**config.mk**
```make
export PLATFORM = sky130hd
export DESIGN_NAME = rect_pos_arbiter
export DESIGN_NICKNAME = d
export VERILOG_FILES = /design/src/rtl/rect_pos_arbiter_pkg.sv /design/src/rtl/rect_pos_arbiter_rr_arbiter.sv /design/src/rtl/rect_pos_arbiter.sv
export SDC_FILE = /design/constraint.sdc
export NUM_CORES = 1
export LEC_CHECK = 0
export CORE_ASPECT_RATIO = 2
export CORE_MARGIN = 2
export CORE_UTILIZATION = 63
export DETAILED_ROUTE_END_ITERATION = 12
export DONT_BUFFER_PORTS = 1
export GPL_ROUTABILITY_DRIVEN = 0
export PLACE_DENSITY = 0.8
export SLEW_MARGIN = 10
export SYNTH_ARGS = -nofsm -noshare
export SYNTH_HDL_FRONTEND = slang
export SYNTH_SLANG_ARGS = --single-unit
```
**constraint.sdc**
```tcl
create_clock -name clk -period 7.8 [get_ports clk]
set_input_delay 1.17 -clock clk [delete_from_list [all_inputs] [get_ports clk]]
set_output_delay 1.17 -clock clk [all_outputs]
set_load 0.05 [all_outputs]
```
**src/rtl/rect_pos_arbiter_pkg.sv**
```systemverilog
// Shared screen geometry, position type, FSM encoding and clamp helper
// for the sprite-position arbiter.
package rect_pos_arbiter_pkg;

    // Visible area (800x600 SVGA) and sprite size.
    localparam int unsigned HOR_PIXELS  = 800;
    localparam int unsigned VER_PIXELS  = 600;
    localparam int unsigned RECT_WIDTH  = 48;
    localparam int unsigned RECT_HEIGHT = 64;

    // Largest top-left corner that keeps the whole rect on screen.
    localparam logic [11:0] RECT_MAX_X = 12'(HOR_PIXELS - RECT_WIDTH);
    localparam logic [11:0] RECT_MAX_Y = 12'(VER_PIXELS - RECT_HEIGHT);

    typedef struct packed {
        logic [11:0] x;
        logic [11:0] y;
    } pos_t;

    typedef enum logic [1:0] {
        ARB    = 2'd0,
        COMMIT = 2'd1,
        SWAP   = 2'd2
    } state_t;

    // Unsigned saturation to the visible area; pass-through when en is 0.
    function automatic pos_t clamp_pos(input pos_t p, input bit en);
        pos_t r;
        r = p;
        if (en) begin
            if (p.x > RECT_MAX_X) r.x = RECT_MAX_X;
            if (p.y > RECT_MAX_Y) r.y = RECT_MAX_Y;
        end
        return r;
    endfunction

endpackage

```
**src/rtl/rect_pos_arbiter_rr_arbiter.sv**
```systemverilog
// Combinational round-robin picker: search starts at rr_ptr and wraps.
module rr_arbiter #(
    parameter int unsigned N  = 4,
    parameter int unsigned IW = $clog2(N)
) (
    input  logic [N-1:0]  req,
    input  logic [IW-1:0] rr_ptr,
    output logic [IW-1:0] win_idx,
    output logic          any_req
);

    logic [2*N-1:0] req_dbl;
    logic [N-1:0]   req_rot;
    logic [IW-1:0]  off;

    // Rotate so rr_ptr sits at bit 0, take the lowest set bit, rotate back.
    always_comb begin
        req_dbl = {req, req} >> rr_ptr;
        req_rot = req_dbl[N-1:0];
        off     = '0;
        any_req = |req;
        for (int unsigned k = N; k > 0; k--) begin
            if (req_rot[k-1]) off = IW'(k - 1);
        end
        win_idx = IW'((int'(rr_ptr) + int'(off)) % int'(N));
    end

endmodule

```
**src/rtl/rect_pos_arbiter.sv**
```systemverilog
// Round-robin arbiter for sprite position updates with per-object shadow
// registers that are copied to the displayed outputs at vblank rise.
module rect_pos_arbiter #(
    parameter int unsigned N_REQ    = 4,
    parameter bit          CLAMP_EN = 1'b1
) (
    input  logic                  clk,
    input  logic                  rst,
    input  logic                  vblnk,
    input  logic [N_REQ-1:0]      req,
    input  logic [N_REQ*12-1:0]   req_xpos,
    input  logic [N_REQ*12-1:0]   req_ypos,
    output logic [N_REQ-1:0]      gnt,
    output logic [N_REQ*12-1:0]   xpos,
    output logic [N_REQ*12-1:0]   ypos,
    output logic                  frame_upd,
    output logic                  busy
);

    import rect_pos_arbiter_pkg::*;

    localparam int unsigned IW = $clog2(N_REQ);

    state_t        state_q, state_d;
    logic [IW-1:0] rr_ptr;
    logic [IW-1:0] win_idx;
    logic [IW-1:0] arb_win;
    logic          any_req;
    logic          vblnk_prv;
    logic          vblnk_rise;
    logic          swap_pend;
    pos_t          shadow [N_REQ];
    pos_t          req_pos;
    pos_t          commit_pos;

    rr_arbiter #(
        .N  (N_REQ),
        .IW (IW)
    ) u_rr (
        .req     (req),
        .rr_ptr  (rr_ptr),
        .win_idx (arb_win),
        .any_req (any_req)
    );

    assign vblnk_rise = vblnk & ~vblnk_prv;

    // Select the winner's data slice and clamp it for the shadow write.
    always_comb begin
        req_pos = '0;
        for (int unsigned i = 0; i < N_REQ; i++) begin
            if (win_idx == IW'(i)) begin
                req_pos.x = req_xpos[i*12 +: 12];
                req_pos.y = req_ypos[i*12 +: 12];
            end
        end
        commit_pos = clamp_pos(req_pos, CLAMP_EN);
    end

    // State register, winner latch, round-robin pointer and swap request.
    always_ff @(posedge clk or posedge rst) begin
        if (rst) begin
            state_q   <= ARB;
            rr_ptr    <= '0;
            win_idx   <= '0;
            vblnk_prv <= 1'b0;
            swap_pend <= 1'b0;
        end else begin
            state_q   <= state_d;
            vblnk_prv <= vblnk;
            if (state_q == ARB && !swap_pend && any_req)
                win_idx <= arb_win;
            if (state_q == COMMIT)
                rr_ptr <= (win_idx == IW'(N_REQ - 1)) ? '0 : win_idx + 1'b1;
            // A new rise wins over the clear so it is never lost.
            if (vblnk_rise)
                swap_pend <= 1'b1;
            else if (state_q == SWAP)
                swap_pend <= 1'b0;
        end
    end

    // Shadow writes on COMMIT; shadow-to-active copy on SWAP.
    always_ff @(posedge clk or posedge rst) begin
        if (rst) begin
            for (int unsigned i = 0; i < N_REQ; i++) shadow[i] <= '0;
            xpos <= '0;
            ypos <= '0;
        end else begin
            if (state_q == COMMIT) begin
                for (int unsigned i = 0; i < N_REQ; i++) begin
                    if (win_idx == IW'(i)) shadow[i] <= commit_pos;
                end
            end
            if (state_q == SWAP) begin
                for (int unsigned i = 0; i < N_REQ; i++) begin
                    xpos[i*12 +: 12] <= shadow[i].x;
                    ypos[i*12 +: 12] <= shadow[i].y;
                end
            end
        end
    end

    // Next state and per-state strobes; swap takes priority over requests.
    always_comb begin
        state_d   = state_q;
        gnt       = '0;
        frame_upd = 1'b0;
        case (state_q)
            ARB: begin
                if (swap_pend)    state_d = SWAP;
                else if (any_req) state_d = COMMIT;
            end
            COMMIT: begin
                for (int unsigned i = 0; i < N_REQ; i++)
                    gnt[i] = (win_idx == IW'(i));
                state_d = ARB;
            end
            SWAP: begin
                frame_upd = 1'b1;
                state_d   = ARB;
            end
            default: state_d = ARB;
        endcase
    end

    assign busy = (state_q != ARB);

endmodule

```
==> results.cfg <==
[cells_and_area]
finish.net_count = 1003
fin_cells = 1060
diodes = 0
filler_cell_count = 1006
drive_above_1_share = 0.0606
mostFrequentLayoutCells = 391 x nand2_1, 200 x dfrtp_1, 65 x o21ai_0
flow.area_growth_from_synthesis_pct = 7.20
most_frequent_standard_cell_in_the_layout_excluding_fill_and_tap_cells = nand2_1

[synthesis]
ys_top_cells_by_area = dfrtp_1 59%, nand2_1 17%, o21ai_0 3.8%
synthesis.nets = 1029
yosys_warnings = 0
synthFlopType = dfrtp_1
synth_seq_area_share = 0.592
synth-seq-cells = 200
netlist.top_cell.by_area = dfrtp_1
post_synth_top_area_share = 0.592
syn-instance-count = 921
synthDistinctLibCells = 53
synth_area_per_inst_um2 = 9.19
synth_area_um2 = 8460
async_flop_share = 1.00
synth_enable_flop_cells = 0

[pwr]
clock_power_share = 0.179
internal_power_uw = 2370
net-switching-power_uw = 2500
power_per_cell_area_nw_per_um2 = 537
total_leakage_power_uw = 0.00454
share_seq_of_total_power = 0.491
comb_power_share = 0.329
peakVddDrop_v = 0.000374
switching_share = 0.514

[timing]
worst_pin_slew_ns = 1.11
final.setup.tns_ns = 0
timing.final.crit_share = 0.486
layout_min_cycle_time_ns = 3.79
timing.slew.headroom = 0.261
fmax_mhz = 264
finalMaxSlewViolations = 0
final.setup_skew_ns = 0.00905
grt_setup_unrepaired = no
setup_viol_count_final = 0
finalHoldViolCount = 0

[clocking]
cts-root-buf = clkbuf_16
htree_levels = 4
cts_tree = built
number_of_gates_resized_after_cts = 0
holdBufCountCts = 0
clock_tree.buffer_depth = 2
post_cts_buffers = 0
worstSkewPairLatency_ns = 0.43
tritoncts_num_sinks = 200
numCtsBuffers = 17
worst_setup_hold_path_clk_slew_ns = 0.07

[die]
initial_core_util = 0.648
core.rowCount = 59
die_w_um = 85.9
io_pins = 205
dieArea_um2 = 14400
placeable_core_area_um2 = 13100
die_h_um = 168

[worst_setup_path]
regToRegStartpoint = win_idx[0]
number_of_cells_traversed_by_the_worst_register_to_register_path = 8
rrSetupSlack_ns = 4.42
critical_path.startpoint_type = flop
cp_max_fo = 98
critPathRequiredTime_ns = 6.63
crit_type = reg -> out
crit-reg2reg-capture = shadow[61]
crit_path_end_kind = output port
cp.arrival_ns = 2.62

[worst_hold_path]
hp-start = vblnk_prv
worst_hold_path_type = reg -> reg
worst_min_delay_path_endpoint = swap_pend
holdPathStages = 1

[placed_design]
detailed_place_hpwl_um = 14700
placed_cells = 1028
port_buffers = 0

[routing]
detail_route.iter0.violations = 495
antenna_violating_nets_post_route = 0
post_drt_wl_per_cell_um = 20.1
dr_total_vias = 6575
drc = 0
drt_pass1_iterations = 7
routed_wirelength_um = 21300
via_per_inst = 6.20

[global_routing]
largest_net_degree_at_the_start_of_global_routing = 121
grt.overflow.total = 0
grt_antenna_before_repair = 0
grt_pass1_wl_um = 33600
gr-usage-all-layers = 0.303
first_global_vias = 6511

[flow_run]
cap_viol_max_count = 0

[run_status]
run_status = complete, no violations
-- cell usage after synthesis (2+ instances only) --
library cell and n:
o31ai_1 21, o211ai_1 8, inv_2 2, o22ai_1 5, o221ai_1 9, ha_1 5
nand3b_1 4, a21oi_1 36, a221oi_1 4, buf_1 6, buf_6 4, o22a_1 2
a22oi_1 3, nand2b_1 4, o21a_1 3, inv_1 12, nor2b_1 8, clkbuf_1 34
or2_2 2, a211o_1 2, clkinv_1 4, a21o_1 14, dfrtp_1 200, nor2_1 24
buf_4 3, nand2_1 391, mux2_2 2, and2_1 16, o21ai_0 65, buf_2 5
-- power by group through the flow --
| stage | logic, µW | clock network [µW] | registers [µW] |
|---|---|---|---|
| after global routing | 1780 | 925 | 2430 |
| after global placement | 1510 | 0 | 2390 |
| after floorplan | 1230 | 0 | 2300 |
| final | 1600 | 874 | 2390 |
| after detailed placement | 1580 | 0 | 2410 |
| after CTS | 1600 | 883 | 2390 |
-- flip-flops by register name, indices dropped and copies added, names as in the netlist --
signal / count
vblnk_prv: 1
xpos: 48
rr_ptr: 2
ypos: 48
swap_pend: 1
shadow: 96
win_idx: 2
state_q: 2
-- critical path, stage by stage (launching register included) --
cell	delay [ns]
dfrtp_1	0.39
nand2b_4	0.56
inv_4	1.08
-- layout make-up --
| class | instances | area, µm² | area share |
|---|---|---|---|
| clock buffer | 18 | 439 | 0.0484 |
| clock inverter | 14 | 153 | 0.0168 |
| inverter | 18 | 77.6 | 0.00855 |
| multi-input combinational | 651 | 3150 | 0.348 |
| sequential | 200 | 5000 | 0.552 |
| tap | 152 | 190 | 0.0210 |
| timing repair buffer | 7 | 52.6 | 0.00579 |
-- kinds of logic after synthesis --
| logic type | after synthesis | share of synthesized area |
|---|---|---|
| buffers and inverters | 70 | 0.0367 |
| multiplexers | 3 | 0.00384 |
| adder cells (fa/ha/maj) | 6 | 0.00858 |
| AO/OA/AOI/OAI | 184 | 0.141 |
| flip-flops | 200 | 0.592 |
| AND/OR/NAND/NOR | 458 | 0.219 |
-- how the worst max path moves through the flow --
stage	start	end	slack, ns	cells after the start
after floorplan	rst	rr_ptr[0]	1.18	1
after global placement	state_q[0]	frame_upd	4.57	2
after detailed placement	state_q[0]	frame_upd	4.52	2
after CTS	state_q[0]	frame_upd	4.05	2
after global routing	state_q[0]	frame_upd	3.81	2
final	state_q[0]	frame_upd	4.01	2
-- layer usage --
layer	share of wire	vias to the layer above	wire length, µm	GRT usage
met3	0.064	65	1360	0.0627
met1	0.37	3207	7800	0.361
met5	0	-	0	0
met4	0.051	0	1100	0.170
li1	-	2969	-	-
met2	0.52	334	11100	0.503
-- stage by stage --
stage               setup slack (ns)  power, µW  instance area, µm²  hold WS (ns)   util
floorplan                       1.18       3530                8460         0.409      -
global placement                4.57       3900                8480         0.421  0.649
detailed placement              4.52       3980                8480         0.428  0.649
CTS                             4.05       4870                9070         0.440  0.694
global route                    3.81       5140                9070         0.463  0.694
finish                          4.01       4870                9070         0.451  0.694
(Power assumes the default switching activity.)
